[src/rtl/fetch_pkg.sv]
// Shared types and constants for the instruction fetch controller.
package fetch_pkg;

    typedef enum logic [1:0] {
        BOOT = 2'd0,
        RUN  = 2'd1,
        END  = 2'd2
    } fetch_state_t;

    localparam logic [7:0] PC_INC = 8'd4;

    typedef struct packed {
        logic [7:0]  pc;
        logic [31:0] instr;
    } fetch_entry_t;

endpackage

[src/rtl/fetch_queue.sv]
// Prefetch queue: circular buffer of fetched {pc, instr} entries with flush.
module fetch_queue
    import fetch_pkg::*;
#(
    parameter int QDEPTH = 2,
    parameter int PTR_W  = (QDEPTH > 1) ? $clog2(QDEPTH) : 1,
    parameter int CNT_W  = $clog2(QDEPTH + 1)
) (
    input  logic             clk,
    input  logic             reset,
    input  logic             push,
    input  logic             pop,
    input  logic             flush,
    input  fetch_entry_t     push_entry,
    output logic             valid,
    output fetch_entry_t     head,
    output logic [CNT_W-1:0] count
);

    fetch_entry_t     mem [QDEPTH];
    logic [PTR_W-1:0] rd_ptr;
    logic [PTR_W-1:0] wr_ptr;
    logic             do_pop;
    logic             do_push;

    assign valid   = (count != '0);
    assign do_pop  = pop & valid & ~flush;
    assign do_push = push & ~flush;
    assign head    = valid ? mem[rd_ptr] : '0;

    always_ff @(posedge clk or posedge reset) begin
        if (reset) begin
            rd_ptr <= '0;
            wr_ptr <= '0;
            count  <= '0;
        end else if (flush) begin
            rd_ptr <= '0;
            wr_ptr <= '0;
            count  <= '0;
        end else begin
            if (do_push) wr_ptr <= wr_ptr + PTR_W'(1);
            if (do_pop)  rd_ptr <= rd_ptr + PTR_W'(1);
            case ({do_push, do_pop})
                2'b10:   count <= count + CNT_W'(1);
                2'b01:   count <= count - CNT_W'(1);
                default: count <= count;
            endcase
        end
    end

    // When full, push and pop share the head slot: it is read out this cycle
    // and rewritten as the new tail, so ordering is preserved.
    always_ff @(posedge clk) begin
        if (do_push) mem[wr_ptr] <= push_entry;
    end

endmodule

[src/rtl/fetch_ctrl.sv]
// Instruction fetch controller: BOOT/RUN/END sequencer, fetch PC and prefetch queue.
// Optional performance counters are enabled with `define FETCH_CTRL_PERF_EN.
module fetch_ctrl
    import fetch_pkg::*;
#(
    parameter int MEM_BYTES = 64,
    parameter int QDEPTH    = 2
) (
    input  logic        clk,
    input  logic        reset,
    output logic [7:0]  imem_addr,
    input  logic [31:0] imem_instr,
    input  logic        branch_valid,
    input  logic [7:0]  branch_target,
    input  logic        stall,
`ifdef FETCH_CTRL_PERF_EN
    output logic [15:0] perf_fetch_cnt,
    output logic [15:0] perf_stall_cnt,
`endif
    output logic        if_valid,
    output logic [31:0] if_instr,
    output logic [7:0]  if_pc
);

    localparam int CNT_W = $clog2(QDEPTH + 1);
    localparam logic [CNT_W-1:0] DEPTH_C  = CNT_W'(QDEPTH);
    localparam logic [8:0]       MEM_LIMIT = 9'(MEM_BYTES);

    fetch_state_t     state;
    logic [7:0]       fetch_pc;
    logic [CNT_W-1:0] q_count;
    logic             pop;
    logic             push;
    logic             flush;
    logic [7:0]       tgt_aligned;
    logic             tgt_in_mem;
    logic             next_past_end;
    fetch_entry_t     push_entry;
    fetch_entry_t     head;

    assign imem_addr     = fetch_pc;
    assign pop           = if_valid & ~stall;
    assign flush         = branch_valid & (state != BOOT);
    assign push          = (state == RUN) & ~branch_valid & ((q_count < DEPTH_C) | pop);
    assign tgt_aligned   = {branch_target[7:2], 2'b00};
    assign tgt_in_mem    = ({1'b0, tgt_aligned} < MEM_LIMIT);
    // Nine-bit sum so a 256-byte memory still detects its end instead of wrapping.
    assign next_past_end = (({1'b0, fetch_pc} + {1'b0, PC_INC}) >= MEM_LIMIT);
    assign push_entry    = '{pc: fetch_pc, instr: imem_instr};

    always_ff @(posedge clk or posedge reset) begin
        if (reset) begin
            state    <= BOOT;
            fetch_pc <= '0;
        end else begin
            case (state)
                BOOT: state <= RUN;
                RUN, END: begin
                    if (branch_valid) begin
                        fetch_pc <= tgt_aligned;
                        state    <= tgt_in_mem ? RUN : END;
                    end else if (push) begin
                        fetch_pc <= fetch_pc + PC_INC;
                        if (next_past_end) state <= END;
                    end
                end
                default: state <= BOOT;
            endcase
        end
    end

    fetch_queue #(
        .QDEPTH (QDEPTH)
    ) u_queue (
        .clk        (clk),
        .reset      (reset),
        .push       (push),
        .pop        (pop),
        .flush      (flush),
        .push_entry (push_entry),
        .valid      (if_valid),
        .head       (head),
        .count      (q_count)
    );

    assign if_instr = head.instr;
    assign if_pc    = head.pc;

`ifdef FETCH_CTRL_PERF_EN
    function automatic logic [15:0] sat_inc16(input logic [15:0] v);
        return (v == 16'hFFFF) ? v : v + 16'd1;
    endfunction

    always_ff @(posedge clk or posedge reset) begin
        if (reset) begin
            perf_fetch_cnt <= '0;
            perf_stall_cnt <= '0;
        end else begin
            if (push)             perf_fetch_cnt <= sat_inc16(perf_fetch_cnt);
            if (if_valid & stall) perf_stall_cnt <= sat_inc16(perf_stall_cnt);
        end
    end
`endif

endmodule

[config.mk]
export PLATFORM = sky130hd
export DESIGN_NAME = fetch_ctrl
export DESIGN_NICKNAME = d
export VERILOG_FILES = /design/src/rtl/fetch_pkg.sv /design/src/rtl/fetch_queue.sv /design/src/rtl/fetch_ctrl.sv
export SDC_FILE = /design/constraint.sdc
export NUM_CORES = 1
export LEC_CHECK = 0
export CORE_MARGIN = 5
export CORE_UTILIZATION = 44
export DETAILED_ROUTE_END_ITERATION = 8
export GPL_ROUTABILITY_DRIVEN = 1
export PLACE_DENSITY = 0.77
export SYNTH_ARGS = -nofsm -noshare
export SYNTH_HDL_FRONTEND = slang
export SYNTH_SLANG_ARGS = --single-unit
[constraint.sdc]
create_clock -name clk -period 2.7 [get_ports clk]
set_input_delay 0.54 -clock clk [delete_from_list [all_inputs] [get_ports clk]]
set_output_delay 0.54 -clock clk [all_outputs]
set_load 0.1 [all_outputs]
==> results.md <==
Drt:
- The detailed router finished its first iteration with 65 violations.
- The routed design has 7010 um of wire.
- The number of detailed-routing iterations run before antenna repair is 4.
- In the final routed layout, each cell accounts on average for 15.3 um.
- The remaining routing DRC violations is 0.
- In this run the remaining antenna-violating nets after routing total 0.
- The number of vias per cell after detailed routing is ~5.
- The via total after detailed routing is 2,314.

Floorplanning:
- The core area is a little over 8000 um2.
- The overall die area is between 10,000 and 15,000 um2.
- From bottom edge to top edge, the die measures ~100 um.
- The number of top-level pins is 93.
- In this run the horizontal extent of the chip is around 100 um.
- Row generation in the floorplan step produced 33 rows.
- The initial utilization of the core area, before any placement, comes to 45.1%.

Finish:
- The layout net count is roughly 400.
- The sequential cells in the finished layout cover a total of roughly 2600 um2.
- The layout has approximately 600 filler cells.
- The total area of multi-input combinational cells is 1030 um2.
- The count of inserted antenna diode cells is 0.
- The share of post-route cells with drive strength above 1 is between 20% and 30%.
- From synthesis to final layout, the design area changed by 42.1%.

STA:
- Derived from the worst setup path, the maximum achievable clock frequency is about 420 MHz.
- The final cycle utilization of the critical path is 88.0%.
- In this run the tightest slew margin relative to its limit is 64.9%.
- The number of max-slew violations in the final report is 0.
- The maximum clock skew at final layout is 0.00657 ns.
- The total count of hold-check failures in the final report is 0.
- For the pin with the worst max-slew slack, the measured transition is roughly 0.53 ns.
- Setup repair after global routing left no endpoint under its margin.
- For the final routed database, the setup TNS stands at 0 ns.
- The total of endpoints with negative setup slack in the final report is 0.
- The clock period minus final worst setup slack is 2.38 ns.

Clock tree:
- The TritonCTS clock tree is done.
- In this run, post-CTS hold repair placed 0 buffers.
- The post-cts repair resize count is 0.
- The number of H-tree levels is 3.
- The number of setup buffers added after CTS is 0.
- The master cell of the clock root buffer is sky130_fd_sc_hd__clkbuf_8.
- The number of clock buffers added by TritonCTS is 9.
- In this run the deepest clock path goes through 2 buffers.
- The clock transition time at the flip-flop clock pins of the worst setup and hold paths is 0.08 ns.
- The sink count of the clock tree is 88.
- The later pin in the worst-skew pair is clocked with a latency of 0.33 ns.

Global routing:
- The global router's overall resource usage is between 10% and 20%.
- The first-pass GRT wire length is roughly 11,000 um.
- Entering global routing, the biggest net connects 32 pins.
- The number of antenna violations at the first check in global routing is 0.
- The number of global-route vias before repair came to between 2,000 and 2,500.
- The sum of overflow across all layers after global routing is 0.

Critical path:
- The worst setup path is of the register to primary output kind.
- The data required time at the worst endpoint is around 2.2 ns.
- For the worst setup path, the data arrival time is 1.84 ns.
- The critical path capture point type is a primary output.
- STA classifies the critical path startpoint as a register.
- Along the worst path, the maximum fanout reaches 24.

Synth:
- The average cell area after synthesis is ~14 um2.
- Of all cell types, the one taking the most synthesized area is sky130_fd_sc_hd__edfxtp_1.
- Summing the sequential cell areas from Yosys gives about 70% of the chip area.
- The synthesized netlist contains 37 unique library cells.
- By instance count, the leading cell after synthesis is sky130_fd_sc_hd__edfxtp_1.
- Counting flops with an async set or reset pin after synthesis yields a share of about 14%.
- Sorting the synthesized cells by how often they occur yields sky130_fd_sc_hd__edfxtp_1 (76), sky130_fd_sc_hd__nor2_1 (46), sky130_fd_sc_hd__mux2i_1 (39).
- In this run, synthesis produced a sequential element count of 88.
- The mapped netlist covers between 3000 and 4000 um2.
- Ranked by total cell area, the synthesized netlist is headed by sky130_fd_sc_hd__edfxtp_1 (62%), sky130_fd_sc_hd__mux2i_1 (11%), sky130_fd_sc_hd__dfrtp_1 (8.1%), sky130_fd_sc_hd__nor2_1 (4.7%), sky130_fd_sc_hd__ha_1 (1.7%).
- The prevailing post-synth register cell is sky130_fd_sc_hd__edfxtp_1.
- The fraction of synthesized cell area taken by the top area cell type is between 60% and 70%.
- The count of synthesis-stage warnings from yosys is 0.
- The number of cells produced by synthesis is 260.
- The number of enable-type register cells in the synthesized netlist is 76.

Job:
- The number of max-cap violations is 0.

Worst hold path:
- The tightest min-delay check is of the input pin to async pin type.

Placement:
- The placer congestion estimate is 0.766.
- The detailed-placement wirelength estimate is around 4900 um.
- The count of input and output buffers is 86.

Status:
- The run finished with clean final reports.
-- layer usage --
layer,track usage [%],vias up,wire [um]
met5,0,-,0
met4,5.21,0,109
met3,2.62,9,336
met2,24.7,69,3640
met1,17.2,1114,2920
li1,-,1122,-
-- logic make-up after synthesis --
logic type	share of synthesized area [%]
fa+ha+maj	1.70
flops	70.0
compound gates	5.33
buf+inv	3.36
simple gates	8.65
mux	10.6
other cells	0.102
xor+xnor	0.238
-- state kept, by name (all words and copies together) (netlist names) --
signal / count
imem_addr: 6
u_queue.count: 2
u_queue.rd_ptr: 1
u_queue.wr_ptr: 1
u_queue.mem: 76
state: 2
-- worst max-delay path, cell delays in order (launching register included) --
cell and delay, ns:
sky130_fd_sc_hd__dfrtp_2 0.71, sky130_fd_sc_hd__buf_12 0.28, sky130_fd_sc_hd__mux2i_1 0.22, sky130_fd_sc_hd__nor2_1 0.09
sky130_fd_sc_hd__buf_12 0.19
-- per-stage QoR --
step                hold slack (ns)  setup slack [ns]  cells  instance area, um2  util (%)
CTS                           0.527             0.283    459                5240      64.1
global placement              0.568             0.547    443                5070      62.0
floorplan                     0.405             0.118    263                3720         -
global route                  0.581             0.173    459                5240      64.1
finish                        0.531             0.323    459                5240      64.1
detailed placement            0.580             0.485    443                5070      62.0
-- worst paths after layout --
check                          startpoint            endpoint  slack, ns  cells past startpoint
max                        u_queue.rd_ptr        if_instr[15]       0.32                      4
min                                 reset        imem_addr[3]       0.53                      2
max reg2reg                      state[1]  u_queue.mem[1][16]       0.84                      6
min reg2reg                      state[1]            state[1]       0.61                      2
max in group asynchronous           reset      u_queue.rd_ptr       1.80                      2
min in group clk                 state[1]            state[1]       0.61                      2
-- layout make-up --
| cell class | instances | area share [%] |
|---|---|---|
| clock buffers | 9 | 2.36 |
| clock inverters | 7 | 0.883 |
| inverters | 6 | 0.430 |
| multi-input cells | 151 | 19.7 |
| flip-flops and latches | 88 | 49.3 |
| well taps | 105 | 2.51 |
| repair buffers | 93 | 24.8 |
-- cell usage in the layout (no fill, tap or decap), drive strengths merged, types with 6 or more instances in the layout --
| cell type | Yosys | final |
|---|---|---|
| nand3 | 6 | 6 |
| dfrtp | 12 | 12 |
| clkbuf | 7 | 9 |
| inv | 6 | 8 |
| clkdlybuf4s50 | 0 | 41 |
| a21oi | 7 | 7 |
| o21ai | 11 | 11 |
| edfxtp | 76 | 76 |
| nor2 | 46 | 46 |
| nand2 | 7 | 7 |
| mux2i | 39 | 39 |
| buf | 11 | 52 |
Power is left out: the tool's default activity adds up to more than one toggle a clock period on the data nets, which glitch-free logic cannot reach.
